### config.mk
export PLATFORM = sky130hd
export DESIGN_NAME = key_sequencer
export DESIGN_NICKNAME = d
export VERILOG_FILES = /design/src/rtl/key_sequencer.sv
export SDC_FILE = /design/constraint.sdc
export NUM_CORES = 1
export LEC_CHECK = 0
export BUFFER_PORTS_ARGS = -buffer_cell sky130_fd_sc_hd__buf_4
export CAP_MARGIN = 20
export CORE_ASPECT_RATIO = 1.75
export CORE_UTILIZATION = 45
export DETAILED_ROUTE_END_ITERATION = 12
export PLACE_DENSITY = 0.77
export SYNTH_ARGS = -nofsm -noshare
export SYNTH_HDL_FRONTEND = slang
export SYNTH_SLANG_ARGS = --single-unit
export TNS_END_PERCENT = 5
### constraint.sdc
create_clock -name CLK -period 2.95 [get_ports CLK]
set_input_delay 0.295 -clock CLK [delete_from_list [all_inputs] [get_ports CLK]]
set_output_delay 0.295 -clock CLK [all_outputs]
set_load 0.05 [all_outputs]
### src/rtl/key_sequencer.sv
// Key front end: debounces and arbitrates 14 synchronized key levels, queues the
// accepted key codes and issues one single-cycle command pulse per key to the core.
module key_sequencer #(
   parameter int DB_CYCLES  = 4,
   parameter int GAP        = 2,
   parameter int FIFO_DEPTH = 4
) (
   input  logic                        CLK,
   input  logic                        RST,
   input  logic [9:0]                  push_in,
   input  logic                        plus_in,
   input  logic                        minus_in,
   input  logic                        equal_in,
   input  logic                        ce_in,
   output logic [9:0]                  push_out,
   output logic                        plus_out,
   output logic                        minus_out,
   output logic                        equal_out,
   output logic                        ce_out,
   output logic                        busy,
   output logic [$clog2(FIFO_DEPTH):0] level,
   output logic                        drop
);

   localparam int AW = $clog2(FIFO_DEPTH);
   localparam int LW = AW + 1;
   localparam int CW = $clog2(DB_CYCLES + 1);
   localparam int GW = (GAP > 0) ? $clog2(GAP + 1) : 1;
   localparam logic [3:0] CODE_CE = 4'd13;

   typedef enum logic [1:0] {
      S_IDLE,
      S_DEBOUNCE,
      S_RELEASE
   } state_t;

   state_t        state_q, state_d;
   logic [CW-1:0] cnt_q, cnt_d;
   logic [3:0]    code_q, code_d;
   logic [AW-1:0] wr_ptr_q, wr_ptr_d;
   logic [AW-1:0] rd_ptr_q, rd_ptr_d;
   logic [LW-1:0] count_q, count_d;
   logic [GW-1:0] gap_q, gap_d;
   logic [13:0]   out_q, out_d;
   logic          drop_q, drop_d;
   logic [3:0]    mem_q [FIFO_DEPTH];

   logic [13:0]   keys;
   logic          any_key;
   logic [3:0]    pri_code;
   logic          accept;
   logic          is_ce;
   logic          empty;
   logic          full;
   logic          pop;
   logic          wr;
   logic [3:0]    head_code;
   logic [13:0]   head_onehot;

   assign keys    = {ce_in, equal_in, minus_in, plus_in, push_in};
   assign any_key = |keys;

   // Later assignments win, so the list runs from lowest to highest priority.
   always_comb begin
      pri_code = 4'd0;
      for (int i = 9; i >= 0; i--) begin
         if (push_in[i]) begin
            pri_code = 4'(i);
         end
      end
      if (plus_in)  pri_code = 4'd10;
      if (minus_in) pri_code = 4'd11;
      if (equal_in) pri_code = 4'd12;
      if (ce_in)    pri_code = 4'd13;
   end

   always_comb begin
      state_d = state_q;
      cnt_d   = cnt_q;
      code_d  = code_q;
      accept  = 1'b0;
      case (state_q)
         S_IDLE: begin
            if (any_key) begin
               code_d  = pri_code;
               cnt_d   = CW'(1);
               state_d = S_DEBOUNCE;
            end
         end
         S_DEBOUNCE: begin
            if (!keys[code_q]) begin
               cnt_d   = '0;
               state_d = S_IDLE;
            end else if (cnt_q == CW'(DB_CYCLES - 1)) begin
               accept  = 1'b1;
               cnt_d   = '0;
               state_d = S_RELEASE;
            end else begin
               cnt_d = cnt_q + CW'(1);
            end
         end
         S_RELEASE: begin
            // The count here is the run of consecutive all-low samples.
            if (any_key) begin
               cnt_d = '0;
            end else if (cnt_q == CW'(DB_CYCLES - 1)) begin
               cnt_d   = '0;
               state_d = S_IDLE;
            end else begin
               cnt_d = cnt_q + CW'(1);
            end
         end
         default: begin
            cnt_d   = '0;
            state_d = S_IDLE;
         end
      endcase
   end

   assign is_ce     = accept && (code_q == CODE_CE);
   assign empty     = (count_q == '0);
   assign full      = (count_q == LW'(FIFO_DEPTH));
   assign pop       = !empty && (gap_q == '0) && !is_ce;
   assign wr        = accept && (is_ce || !full || pop);
   assign head_code = mem_q[rd_ptr_q];

   for (genvar gi = 0; gi < 14; gi++) begin : g_dec
      assign head_onehot[gi] = (head_code == 4'(gi));
   end

   always_comb begin
      wr_ptr_d = wr_ptr_q;
      rd_ptr_d = rd_ptr_q;
      count_d  = count_q;
      gap_d    = gap_q;
      out_d    = '0;
      drop_d   = accept && !is_ce && full && !pop;

      if (is_ce) begin
         // Clear discards everything queued; its own code becomes the only entry.
         rd_ptr_d = wr_ptr_q;
         wr_ptr_d = wr_ptr_q + AW'(1);
         count_d  = LW'(1);
      end else begin
         if (wr) begin
            wr_ptr_d = wr_ptr_q + AW'(1);
         end
         if (pop) begin
            rd_ptr_d = rd_ptr_q + AW'(1);
         end
         if (wr && !pop) begin
            count_d = count_q + LW'(1);
         end else if (!wr && pop) begin
            count_d = count_q - LW'(1);
         end
      end

      if (pop) begin
         out_d = head_onehot;
         gap_d = GW'(GAP);
      end else if (gap_q != '0) begin
         gap_d = gap_q - GW'(1);
      end
   end

   always_ff @(posedge CLK or negedge RST) begin
      if (!RST) begin
         state_q  <= S_IDLE;
         cnt_q    <= '0;
         code_q   <= '0;
         wr_ptr_q <= '0;
         rd_ptr_q <= '0;
         count_q  <= '0;
         gap_q    <= '0;
         out_q    <= '0;
         drop_q   <= 1'b0;
      end else begin
         state_q  <= state_d;
         cnt_q    <= cnt_d;
         code_q   <= code_d;
         wr_ptr_q <= wr_ptr_d;
         rd_ptr_q <= rd_ptr_d;
         count_q  <= count_d;
         gap_q    <= gap_d;
         out_q    <= out_d;
         drop_q   <= drop_d;
      end
   end

   // Storage needs no reset: an entry is only read after it has been written.
   always_ff @(posedge CLK) begin
      if (wr) begin
         mem_q[wr_ptr_q] <= code_q;
      end
   end

   assign push_out  = out_q[9:0];
   assign plus_out  = out_q[10];
   assign minus_out = out_q[11];
   assign equal_out = out_q[12];
   assign ce_out    = out_q[13];
   assign busy      = !empty;
   assign level     = count_q;
   assign drop      = drop_q;

endmodule

==> summary.md <==
| Metric | Value |
|---|---|
| Commonest cells post-synth | `dfrtp_1 (33), nor2_1 (21), nand2_1 (17)` |
| Core ar. | `0.00521 mm2` |
| DP Cell Count | `296` |
| Setup Viol. Count Final | `0` |
| Highest metal used | `met4` |
| Dominant cell type by area after synthesis | `dfrtp_1` |
| Nets | `272` |
| Post-CTS setup buffers | `0` |
| Total Wirelength | `4570 um` |
| First-pass GRT wire length | `7730 um` |
| Area contributors post-synth | `dfrtp_1 (34%), edfxtp_1 (20%), mux4_2 (6.5%)` |
| CP Capture Type | `flip-flop` |
| Via count | `1731` |
| Layout cell share with drive strength beyond 1 | `24.0%` |
| Vias per cell | `5.68` |
| Io pins | `35` |
| Global route total overflow | `0` |
| Die W | `57.5 um` |
| Seq cells post-synth | `49` |
| GRT Overall Usage | `17.7%` |
| Area of the die | `0.00571 mm2` |
| Clock skew | `0.00697 ns` |
| Hold buffers post-CTS | `1` |
| Die height | `99.2 um` |
| Final Max Tran Viols | `0` |
| Count of different cell masters after synthesis | `52` |
| Max clock buf depth | `2` |
| Area after DPL | `0.00272 mm2` |
| CTS tree | `built` |
| Synth async-reset ratio | `67.3%` |
| Worst setup SP type | `flip-flop` |
| Synth Warn # | `0` |
| Initial antenna violation count | `0` |
| Avg Cell Area, Syn | `11.5 um2` |
| Num rows | `35` |
| Crit Path Category | `flip-flop to flip-flop` |
| Initial Util | `46.6%` |
| Maximum clock rate | `374 MHz` |
| Max_slew headroom | `72.3%` |
| Final instance area | `0.00283 mm2` |
| Unrepaired setup endpoints after global routing | `false` |
| Crit-path max FO | `10` |
| P_leak | `1.22 nW` |
| Top_reg_cell synth | `dfrtp_1` |
| Multiplexer area fraction after synthesis | `8.24%` |
| CTS clk-pin slew, worst paths | `0.09 ns` |
| Syn Std Cell Area | `0.00243 mm2` |
| Drt wl/cell | `15.0 um` |
| Antenna fix cells | `0` |
| Count leader, synth | `dfrtp_1` |
| Number of I/O port buffers | `34` |
| Post-synth EDFFs | `16` |
| Min Hold Slack | `0.212 ns` |
| Worst-Skew Late Latency | `0.30 ns` |
| Final hold viol count | `0` |
| CTS Root Cell | `clkbuf_8` |
| Routability Congestion | `0.801` |
| Initial DRT Pass Iterations | `8` |
| # DRC | `6` |
| Post_cts resized | `0` |
| Metal-1 WL | `1660 um` |
| Fillers | `449` |
| Final Critical Period | `2.67 ns` |
| Main combinational cell family by area after synthesis | `simple AND/OR/NAND/NOR gates` |
| Post-route setup TNS | `0 ns` |
| Vias in the first global route | `1701` |
| Pwr dens | `918 mW/mm2` |
| Compound-Gate Fraction of Synth Area | `11.7%` |
| Xor and xnor fraction of the mapped netlist area | `1.08%` |
| Final cell count without fillers | `305` |
| Failing checks | `design-rule violations` |
| Top cell type's share of synthesized area | `34.0%` |
| Met2 wire length | `2670 um` |
| Drt initial violations | `39` |
| Worst Path Required | `3.14 ns` |
| Worst Hold Class | `input port to flip-flop` |
| Synth-to-Final Area Change | `16.4%` |
| TritonCTS buffer count | `5` |
| Post-Syn Nets | `235` |
| Met3 Wirelength | `137 um` |
| Synth Area in Adders | `3.91%` |
| Largest net degree at the start of global routing | `34` |
| Simple-gate share of the synthesized area | `18.2%` |
| Post-synthesis sequential area ratio | `53.8%` |
| Crit path arrival time | `2.86 ns` |
| H-Tree Depth | `2` |
| Final ANT Viol Nets | `0` |
| Slew @ Worst Pin | `0.415 ns` |
| Status | `complete, but fails checks` |
| Period utilisation layout | `90.6%` |
| Max capacitance violation total | `0` |
| Maximum VDD drop | `0.451 mV` |
| Hpwl dp | `3410 um` |
| Cells after Synth | `212` |
| Clock net sink count | `49` |
[registers in the layout, summed over array words and instances (netlist names)]
name	flops
cnt_q	3
code_q	4
drop	1
gap_q	2
level	3
mem_q	16
out_q	14
rd_ptr_q	2
state_q	2
wr_ptr_q	2
[logic make-up (layout without fill, tap and decap cells)]
family,Yosys count,in the layout
buffers and inverters,16,54
XOR/XNOR,3,3
flip-flops,49,49
AND/OR/NAND/NOR,86,86
AO/OA/AOI/OAI,40,40
adder cells (fa/ha/maj),7,7
multiplexers,11,11
[layout by cell type (no fill, tap or decap), types with 2 or more instances in the layout]
master,count
a21oi_1,7
a22oi_1,2
a31oi_1,2
and2_1,2
and3_1,5
buf_4,35
clkbuf_8,6
dfrtp_1,33
edfxtp_1,16
ha_1,6
inv_1,10
mux2_2,2
mux2i_1,2
mux4_2,7
nand2_1,17
nand2b_1,7
nand3_1,2
nor2_1,21
nor2b_1,7
nor3_1,12
nor4_1,3
o21a_1,2
o21ai_0,10
or2_2,2
xnor2_1,3
[critical path, stage by stage (launching register included)]
cell and delay (ns):
dfrtp_1 0.58, mux4_2 0.57, a22oi_2 0.26, a2111oi_2 0.11, and3_1 0.20, fa_1 0.41
mux2_2 0.29, a2bb2oi_1 0.14
[stage by stage]
| stage | utilization (%) | setup slack (ns) | total power, mW |
|---|---|---|---|
| floorplan | - | 0.0276 | 1.92 |
| global placement | 52.2 | 0.341 | 2.15 |
| detailed placement | 52.2 | 0.278 | 2.20 |
| CTS | 54.3 | 0.265 | 2.61 |
| global route | 54.3 | 0.177 | 2.79 |
| finish | 54.3 | 0.277 | 2.60 |
[report_power, final]
part	internal (mW)	total, mW	leakage, nW	switching [mW]
clock network	0.190	0.415	0.0512	0.225
logic	0.468	1.13	0.602	0.664
registers	0.861	1.05	0.565	0.190
total	1.52	2.60	1.22	1.08
[path summary, 6_finish.rpt]
check / start / endpoint / slack [ns] / depth (start not counted)
worst max-delay path: code_q[0] / level[2] / 0.28 / 7
worst min-delay path: ce_in / code_q[1] / 0.21 / 2
worst min register to register: gap_q[0] / gap_q[0] / 0.48 / 1
worst max register to register: code_q[0] / level[2] / 0.28 / 7
max in group asynchronous: RST / out_q[11] / 2.18 / 2
min in group asynchronous: RST / out_q[3] / 0.47 / 2
[layout make-up]
type | instances | area [um2] | area share, %
Tap cell | 55 | 68.8 | 2.43
Timing Repair Buffer | 36 | 273 | 9.64
Inverter | 10 | 37.5 | 1.33
Sequential cell | 49 | 1310 | 46.2
Multi-Input combinational cell | 147 | 1050 | 37.0
Clock buffer | 6 | 82.6 | 2.92
Clock inverter | 2 | 13.8 | 0.487
[per-layer routing]
layer	GRT usage, %	up-vias
met3	2.73	8
li1	-	845
met1	18.1	835
met4	7.32	0
met5	0	-
met2	34.3	43
Power figures use the tool's default switching activity.
